<file path="config.mk">
export PLATFORM = sky130hd
export DESIGN_NAME = datmem_port_arbiter
export DESIGN_NICKNAME = d
export VERILOG_FILES = /design/src/rtl/datmem_port_arbiter.sv
export SDC_FILE = /design/constraint.sdc
export NUM_CORES = 1
export LEC_CHECK = 0
export CAP_MARGIN = 40
export CORE_MARGIN = 2
export CORE_UTILIZATION = 25
export DETAILED_ROUTE_END_ITERATION = 8
export DONT_BUFFER_PORTS = 1
export HOLD_SLACK_MARGIN = 0.05
export PLACE_DENSITY = 0.45
export SETUP_SLACK_MARGIN = 0.02
export SLEW_MARGIN = 20
export SYNTH_ARGS = -nofsm -noshare
export SYNTH_HDL_FRONTEND = slang
export SYNTH_SLANG_ARGS = --single-unit
</file>
<file path="constraint.sdc">
create_clock -name clk -period 2.37 [get_ports clk]
set_input_delay 0.237 -clock clk [delete_from_list [all_inputs] [get_ports clk]]
set_output_delay 0.237 -clock clk [all_outputs]
set_load 0.02 [all_outputs]
</file>
<file path="src/rtl/datmem_port_arbiter.sv">
// Two-port word arbiter for the byte-wide data memory.
// Grants port A or B round-robin and splits each word into four big-endian byte beats.
module datmem_port_arbiter #(
  parameter int ADDR_W = 5
) (
  input  logic              clk,
  input  logic              rst_n,
  input  logic              a_req,
  input  logic              a_we,
  input  logic [ADDR_W-1:0] a_addr,
  input  logic [31:0]       a_wdata,
  output logic              a_ack,
  output logic [31:0]       a_rdata,
  input  logic              b_req,
  input  logic              b_we,
  input  logic [ADDR_W-1:0] b_addr,
  input  logic [31:0]       b_wdata,
  output logic              b_ack,
  output logic [31:0]       b_rdata,
  output logic [ADDR_W-1:0] mem_addr,
  output logic              mem_we,
  output logic [7:0]        mem_wdata,
  input  logic [7:0]        mem_rdata,
  output logic              busy,
  output logic              owner
);

  typedef enum logic [1:0] {
    S_IDLE = 2'd0,
    S_XFER = 2'd1,
    S_RESP = 2'd2
  } state_t;

  state_t              r_state;
  state_t              w_next_state;
  logic [1:0]          r_beat;
  logic                r_last;
  logic                r_owner;
  logic                r_we;
  logic [ADDR_W-1:0]   r_addr;
  logic [31:0]         r_wdata;
  logic [23:0]         r_buf;
  logic [31:0]         r_a_rdata;
  logic [31:0]         r_b_rdata;
  logic                w_grant;
  logic                w_grant_b;
  logic [ADDR_W-1:0]   w_byte_addr;
  logic [7:0]          w_wbyte;

  // When both ports ask at once, the port that was not served last wins.
  always_comb begin
    w_next_state = r_state;
    w_grant      = 1'b0;
    w_grant_b    = 1'b0;
    case (r_state)
      S_IDLE: begin
        if (a_req || b_req) begin
          w_grant      = 1'b1;
          w_grant_b    = b_req && (!a_req || !r_last);
          w_next_state = S_XFER;
        end
      end
      S_XFER: begin
        if (r_beat == 2'd3) begin
          w_next_state = S_RESP;
        end
      end
      S_RESP: begin
        w_next_state = S_IDLE;
      end
      default: begin
        w_next_state = S_IDLE;
      end
    endcase
  end

  assign w_byte_addr = r_addr + ADDR_W'(r_beat);

  always_comb begin
    w_wbyte = 8'h00;
    case (r_beat)
      2'd0:    w_wbyte = r_wdata[31:24];
      2'd1:    w_wbyte = r_wdata[23:16];
      2'd2:    w_wbyte = r_wdata[15:8];
      default: w_wbyte = r_wdata[7:0];
    endcase
  end

  // Memory-side signals are forced to zero outside XFER so reset drops them at once.
  assign mem_addr  = (r_state == S_XFER) ? w_byte_addr : '0;
  assign mem_we    = (r_state == S_XFER) && r_we;
  assign mem_wdata = ((r_state == S_XFER) && r_we) ? w_wbyte : 8'h00;
  assign busy      = (r_state != S_IDLE);
  assign owner     = busy && r_owner;
  assign a_ack     = (r_state == S_RESP) && !r_owner;
  assign b_ack     = (r_state == S_RESP) && r_owner;
  assign a_rdata   = r_a_rdata;
  assign b_rdata   = r_b_rdata;

  always_ff @(posedge clk or negedge rst_n) begin
    if (!rst_n) begin
      r_state <= S_IDLE;
    end else begin
      r_state <= w_next_state;
    end
  end

  // Request fields are captured at grant so later requester changes cannot disturb a transfer.
  always_ff @(posedge clk or negedge rst_n) begin
    if (!rst_n) begin
      r_beat    <= 2'd0;
      r_last    <= 1'b1;
      r_owner   <= 1'b0;
      r_we      <= 1'b0;
      r_addr    <= '0;
      r_wdata   <= 32'h0;
      r_buf     <= 24'h0;
      r_a_rdata <= 32'h0;
      r_b_rdata <= 32'h0;
    end else begin
      case (r_state)
        S_IDLE: begin
          if (w_grant) begin
            r_owner <= w_grant_b;
            r_we    <= w_grant_b ? b_we    : a_we;
            r_addr  <= w_grant_b ? b_addr  : a_addr;
            r_wdata <= w_grant_b ? b_wdata : a_wdata;
            r_beat  <= 2'd0;
          end
        end
        S_XFER: begin
          r_beat <= r_beat + 2'd1;
          if (!r_we) begin
            case (r_beat)
              2'd0: r_buf[23:16] <= mem_rdata;
              2'd1: r_buf[15:8]  <= mem_rdata;
              2'd2: r_buf[7:0]   <= mem_rdata;
              default: begin
                if (r_owner) begin
                  r_b_rdata <= {r_buf, mem_rdata};
                end else begin
                  r_a_rdata <= {r_buf, mem_rdata};
                end
              end
            endcase
          end
        end
        S_RESP: begin
          r_last <= r_owner;
        end
        default: begin
          r_beat <= 2'd0;
        end
      endcase
    end
  end

endmodule

</file>
Word-level counts from Yosys, hierarchy flattened:

Cells that the tools add are included.

* add/sub/neg operators: 2
* reductions and logical operators: 22
* multiplexer cells: 15
* equal/unequal tests: 8
* bitwise operators: 4

Operators with widths (number)
* 32-bit two-way mux: 1
* 8-bit case mux with 3 select lines: 1
* 5-bit two-way mux: 2
* 3-bit AND reduction: 3
* 8-bit two-way mux: 1
* 4-bit AND reduction: 2
* 2-bit == test, second input constant: 3
* 2-bit two-way mux: 3
* 2-bit inequality test, second input constant: 3
* 2-bit case mux with 3 select lines: 1
* 2-bit AND reduction: 3
* 5-bit by 2-bit adder with 5-bit output: 1
* 1-bit logical AND: 5
* 1-bit two-way mux: 5
* 2-bit by 1-bit == test with 1-bit output, second input constant: 2
* 2-bit logical NOT: 2
* 1-bit NOT: 4
* 2-bit case mux with 2 select lines: 1
* 1-bit logical NOT: 3
* 3-bit OR reduction: 1
* 2-bit by 1-bit adder with 2-bit output, second input constant: 1
* 1-bit logical OR: 2
* 2-bit nonzero test: 1

* word-level logic and storage cells: 63
* register bits after elaboration: 132

Logic depth before layout (Yosys ltp):

* depth after elaboration: 6
* depth in mapped cells: 6
* depth with buffers taken out: 5

Worst setup path before layout:

No wires, ideal clock.

* kind: flip-flop to output port
* start: register r_beat[0]
* end: output mem_addr[4]
* path buffers: 0
* stages on the path, launching flop included: 6
* data arrival time: 1773 ps
* slack: 360 ps
* required time: 2133 ps
* cells stage by stage: dfrtp_1 -> ha_1 -> inv_1 -> fa_1 -> or3_1 -> a21oi_1

* longest elaborated chain between the ends: 2

Ends and longest elaborated chain
* start: declaration: line 36 `logic [1:0] r_beat;`
* start signal: assignment: line 132 `r_beat <= r_beat + 2'd1;`
* 5-bit by 2-bit adder with 5-bit output: line 77 `assign w_byte_addr = r_addr + ADDR_W'(r_beat);`
* 5-bit two-way mux: line 90 `assign mem_addr = (r_state == S_XFER) ? w_byte_addr : '0;`
* end: declaration: line 20 `output logic [ADDR_W-1:0] mem_addr,`

No other way between the ends.

Worst setup path in the final report:

* start: register r_beat[0]
* end: output mem_wdata[4]

* longest elaborated chain between the ends: 3
* elaborated cells on any way between the ends: 5
* classes of those cells: eq/ne: 2; mux: 2; reduce/logical: 1

Ends and longest elaborated chain
* 2-bit == test (tied with other cells): line 81 `case (r_beat)`
* 8-bit case mux with 3 select lines (*): line 81
* 8-bit two-way mux (*): line 92 `assign mem_wdata = ((r_state == S_XFER) && r_we) ? w_wbyte : 8'h00;`
* end: declaration: line 22 `output logic [7:0] mem_wdata,`

Mark *: on every way between the ends. The rest lies on a longest branch, timed or not.

==> key figures <==
Worst setup path
  – Buf/Inv on CP: 3
  – Crit-path max FO: 9
  – CP arrival: 2.08 ns
  – Crit Path Class: flip-flop to primary output
  – Crit-path most repeated cell: buf_4
  – CP peak stage delay: about 0.43 ns
  – Critical path endpoint category: primary output
  – Crit path required time: between 2 and 2.5 ns
  – Reg2Reg Depth: 5
  – Worst path cell trace: buf_4 -> inv_1 -> ha_2 -> a22oi_1 -> a211oi_1 -> buf_4
  – Critical path's top delay family: compound AO/OA/AOI/OAI gates
  – Number of cells on the critical path: 6
  – Critical-path top delay cell: dfrtp_2
  – CP Launch Type: flip-flop

Global route
  – Largest net degree at the start of global routing: around 130
  – First-pass GRT wire length: ~25 mm
  – Antenna violations before repair: 0
  – Total Routing Usage GR: 0.136
  – GRT Residual Overflow: 0
  – Vias in the first global route: roughly 4400

Final layout
  – Synth-to-layout area growth: 33.4%
  – Fill cell count: 2266
  – # diodes: 0
  – Number of nets in the layout: between 600 and 700
  – Ratio of cells with drive above 1 in the final layout: 0.277

Timing
  – Fin. max-slew vios: 0
  – Skew final: approximately 0.011 ns
  – Max Freq: roughly 0.43 GHz
  – RSZ-0062 raised after global routing: yes
  – Fin crit share: 0.978
  – Period minus WS final: 2.32 ns
  – Hold Vio Cnt, Final: 132
  – Worst slew pin tran: approximately 0.64 ns
  – Worst rel slew slack: 0.573
  – Hold WS: -0.480 ns
  – Final count of negative-setup-slack endpoints: 0
  – Final setup TNS: 0 ns

Routing
  – Post-Route WL: between 15 and 20 mm
  – Vias: roughly 4300
  – Antenna Violating Nets Remaining: 0
  – Drt via density: just under 5
  – Iter 0 DRT Violations: about 190
  – DR WL/cell: 18.9 µm
  – DRC violations left: 0
  – DR pass1 iterations: 6

Yosys
  – EDFF count, synth: 0
  – Mapped Cells: 492
  – Register area share after synthesis: 0.571
  – Distinct cells, synth: 36
  – Main synth FF type: dfrtp_1
  – Ys Warns: 0
  – Avg Cell Area, Syn: 11.8 µm²
  – Mapped cell area: roughly 0.0058 mm²
  – Syn nets: roughly 590
  – Ys async rst share: 1.00
  – #FFs+latches synth: ~130

Die
  – Die Wd: 156 µm
  – Ports: 170
  – Full die area: ~0.024 mm²
  – Cell row count: 55
  – Chip Height: between 150 and 200 µm
  – Core Region: 0.0227 mm²
  – Initial core utilization: 0.255

Clocking
  – Cts bufs inserted: 17
  – CTS tree: yes
  – Clock Sinks: roughly 130
  – Clock Tree Buf Depth: 2
  – Clk slew on worst S/H paths: ~0.070 ns
  – Cts hold-fix bufs: 83
  – Root Driver: clkbuf_16
  – H-Tree Depth: 4
  – Clock latency on the worst-skew pair: approximately 0.41 ns

Power
  – Maximum VDD drop: approximately 0.00064 V
  – Pwr Density: 1520 mW/mm²
  – Leakage: ~3.2 nW
  – Total power: 11.7 mW

Job
  – Max-cap violations: 0

Run status
  – Status: finished, violations left
  – Violations in the final reports: hold timing

Placement
  – DP HPWL: roughly 11 mm
  – RePlAce Congestion: between 0.8 and 0.9
  – Port Buf Inserts: 0

Min path
  – Worst Hold Class: input port to asynchronous set/reset pin
## state kept, by name, indices dropped and copies added (netlist names)
name     cells
r_last       1
b_rdata     32
a_rdata     32
r_wdata     32
r_addr       5
r_owner      1
r_buf       24
r_state      2
r_beat       2
r_we         1
## placed cells by master, fill, tap and decap left out, types with 8 or more instances in the layout
| master | Yosys | layout |
|---|---|---|
| a31oi_1 | 38 | 38 |
| a22oi_1 | 8 | 8 |
| dfrtp_1 | 131 | 129 |
| nand2_1 | 79 | 78 |
| clkbuf_16 | 0 | 17 |
| mux2_2 | 85 | 85 |
| dlygate4sd3_1 | 0 | 83 |
| a21oi_1 | 50 | 49 |
| inv_1 | 10 | 10 |
| buf_4 | 1 | 23 |
## Yosys cell counts (2+ instances only)
master | number | area, µm²
dfrtp_1 | 131 | 3280
mux2_2 | 85 | 957
nand2_1 | 79 | 297
a21oi_1 | 50 | 250
a31oi_1 | 38 | 238
clkbuf_1 | 20 | 75.1
inv_1 | 10 | 37.5
a22oi_1 | 8 | 60.1
a211oi_1 | 7 | 52.6
ha_1 | 7 | 87.6
nor2b_1 | 7 | 43.8
buf_2 | 6 | 30.0
nor2_1 | 6 | 22.5
buf_1 | 4 | 15.0
mux2_1 | 4 | 45.0
and2_1 | 3 | 18.8
buf_6 | 3 | 33.8
o21ai_0 | 3 | 15.0
nand2b_1 | 2 | 12.5
nor3b_4 | 2 | 37.5
or3_1 | 2 | 12.5
## kinds of logic after synthesis
group,count (synthesis),synth area share
XOR/XNOR,1,0.00151
adder cells (fa/ha/maj),8,0.0186
buffers and inverters,44,0.0344
AO/OA/AOI/OAI,112,0.115
flip-flops,132,0.571
multiplexers,89,0.173
AND/OR/NAND/NOR,106,0.0869
## path summary, 6_finish.rpt
path	to	slack (ns)	from
min in group clk	r_we	0.07	a_we
max	mem_wdata[4]	0.05	r_beat[0]
min	r_buf[0]	-0.48	rst_n
max reg2reg	r_wdata[31]	0.16	r_last
max in group asynchronous	r_last	2.53	rst_n
min reg2reg	a_rdata[25]	0.52	r_buf[17]
## per-stage QoR
stage,setup WS (ns),instances,area [µm²],util
floorplan,0.360,492,5790,-
global placement,0.338,764,6170,0.272
detailed placement,0.319,764,6170,0.272
CTS,0.0169,881,7660,0.337
global route,-0.00912,884,7720,0.340
finish,0.0511,884,7720,0.340
## area by class of cell
cell class	instances	area [µm²]	share of cell area
Multi-Input combinational cell	316	2340	0.303
Tap cell	285	357	0.0462
Timing Repair Buffer	109	1050	0.137
Inverter	10	37.5	0.00486
Sequential cell	132	3310	0.428
Clock buffer	17	425	0.0551
Clock inverter	15	199	0.0258
## routing by layer
metal,share of wire,track usage,vias up
met2,0.47,0.223,188
met1,0.43,0.169,2180
li1,-,-,1938
met3,0.083,0.0478,21
met5,0,0,-
met4,0.015,0.0446,0
## timing repair
item / CTS / global route
gates cloned: 0 / 0
hold endpoints to repair: 210 / 132
gates resized for setup: 6 / 10
buffers inserted: 2 / 3
endpoints found under the setup margin: 9 / 10
## power by group
part / total (mW) / internal, mW / switching (mW)
registers: 4.97 / 3.39 / 1.58
clock network: 2.80 / 1.69 / 1.11
logic: 3.98 / 2.10 / 1.88
total: 11.7 / 7.18 / 4.57
No activity file was read; power rests on OpenSTA's default activity.
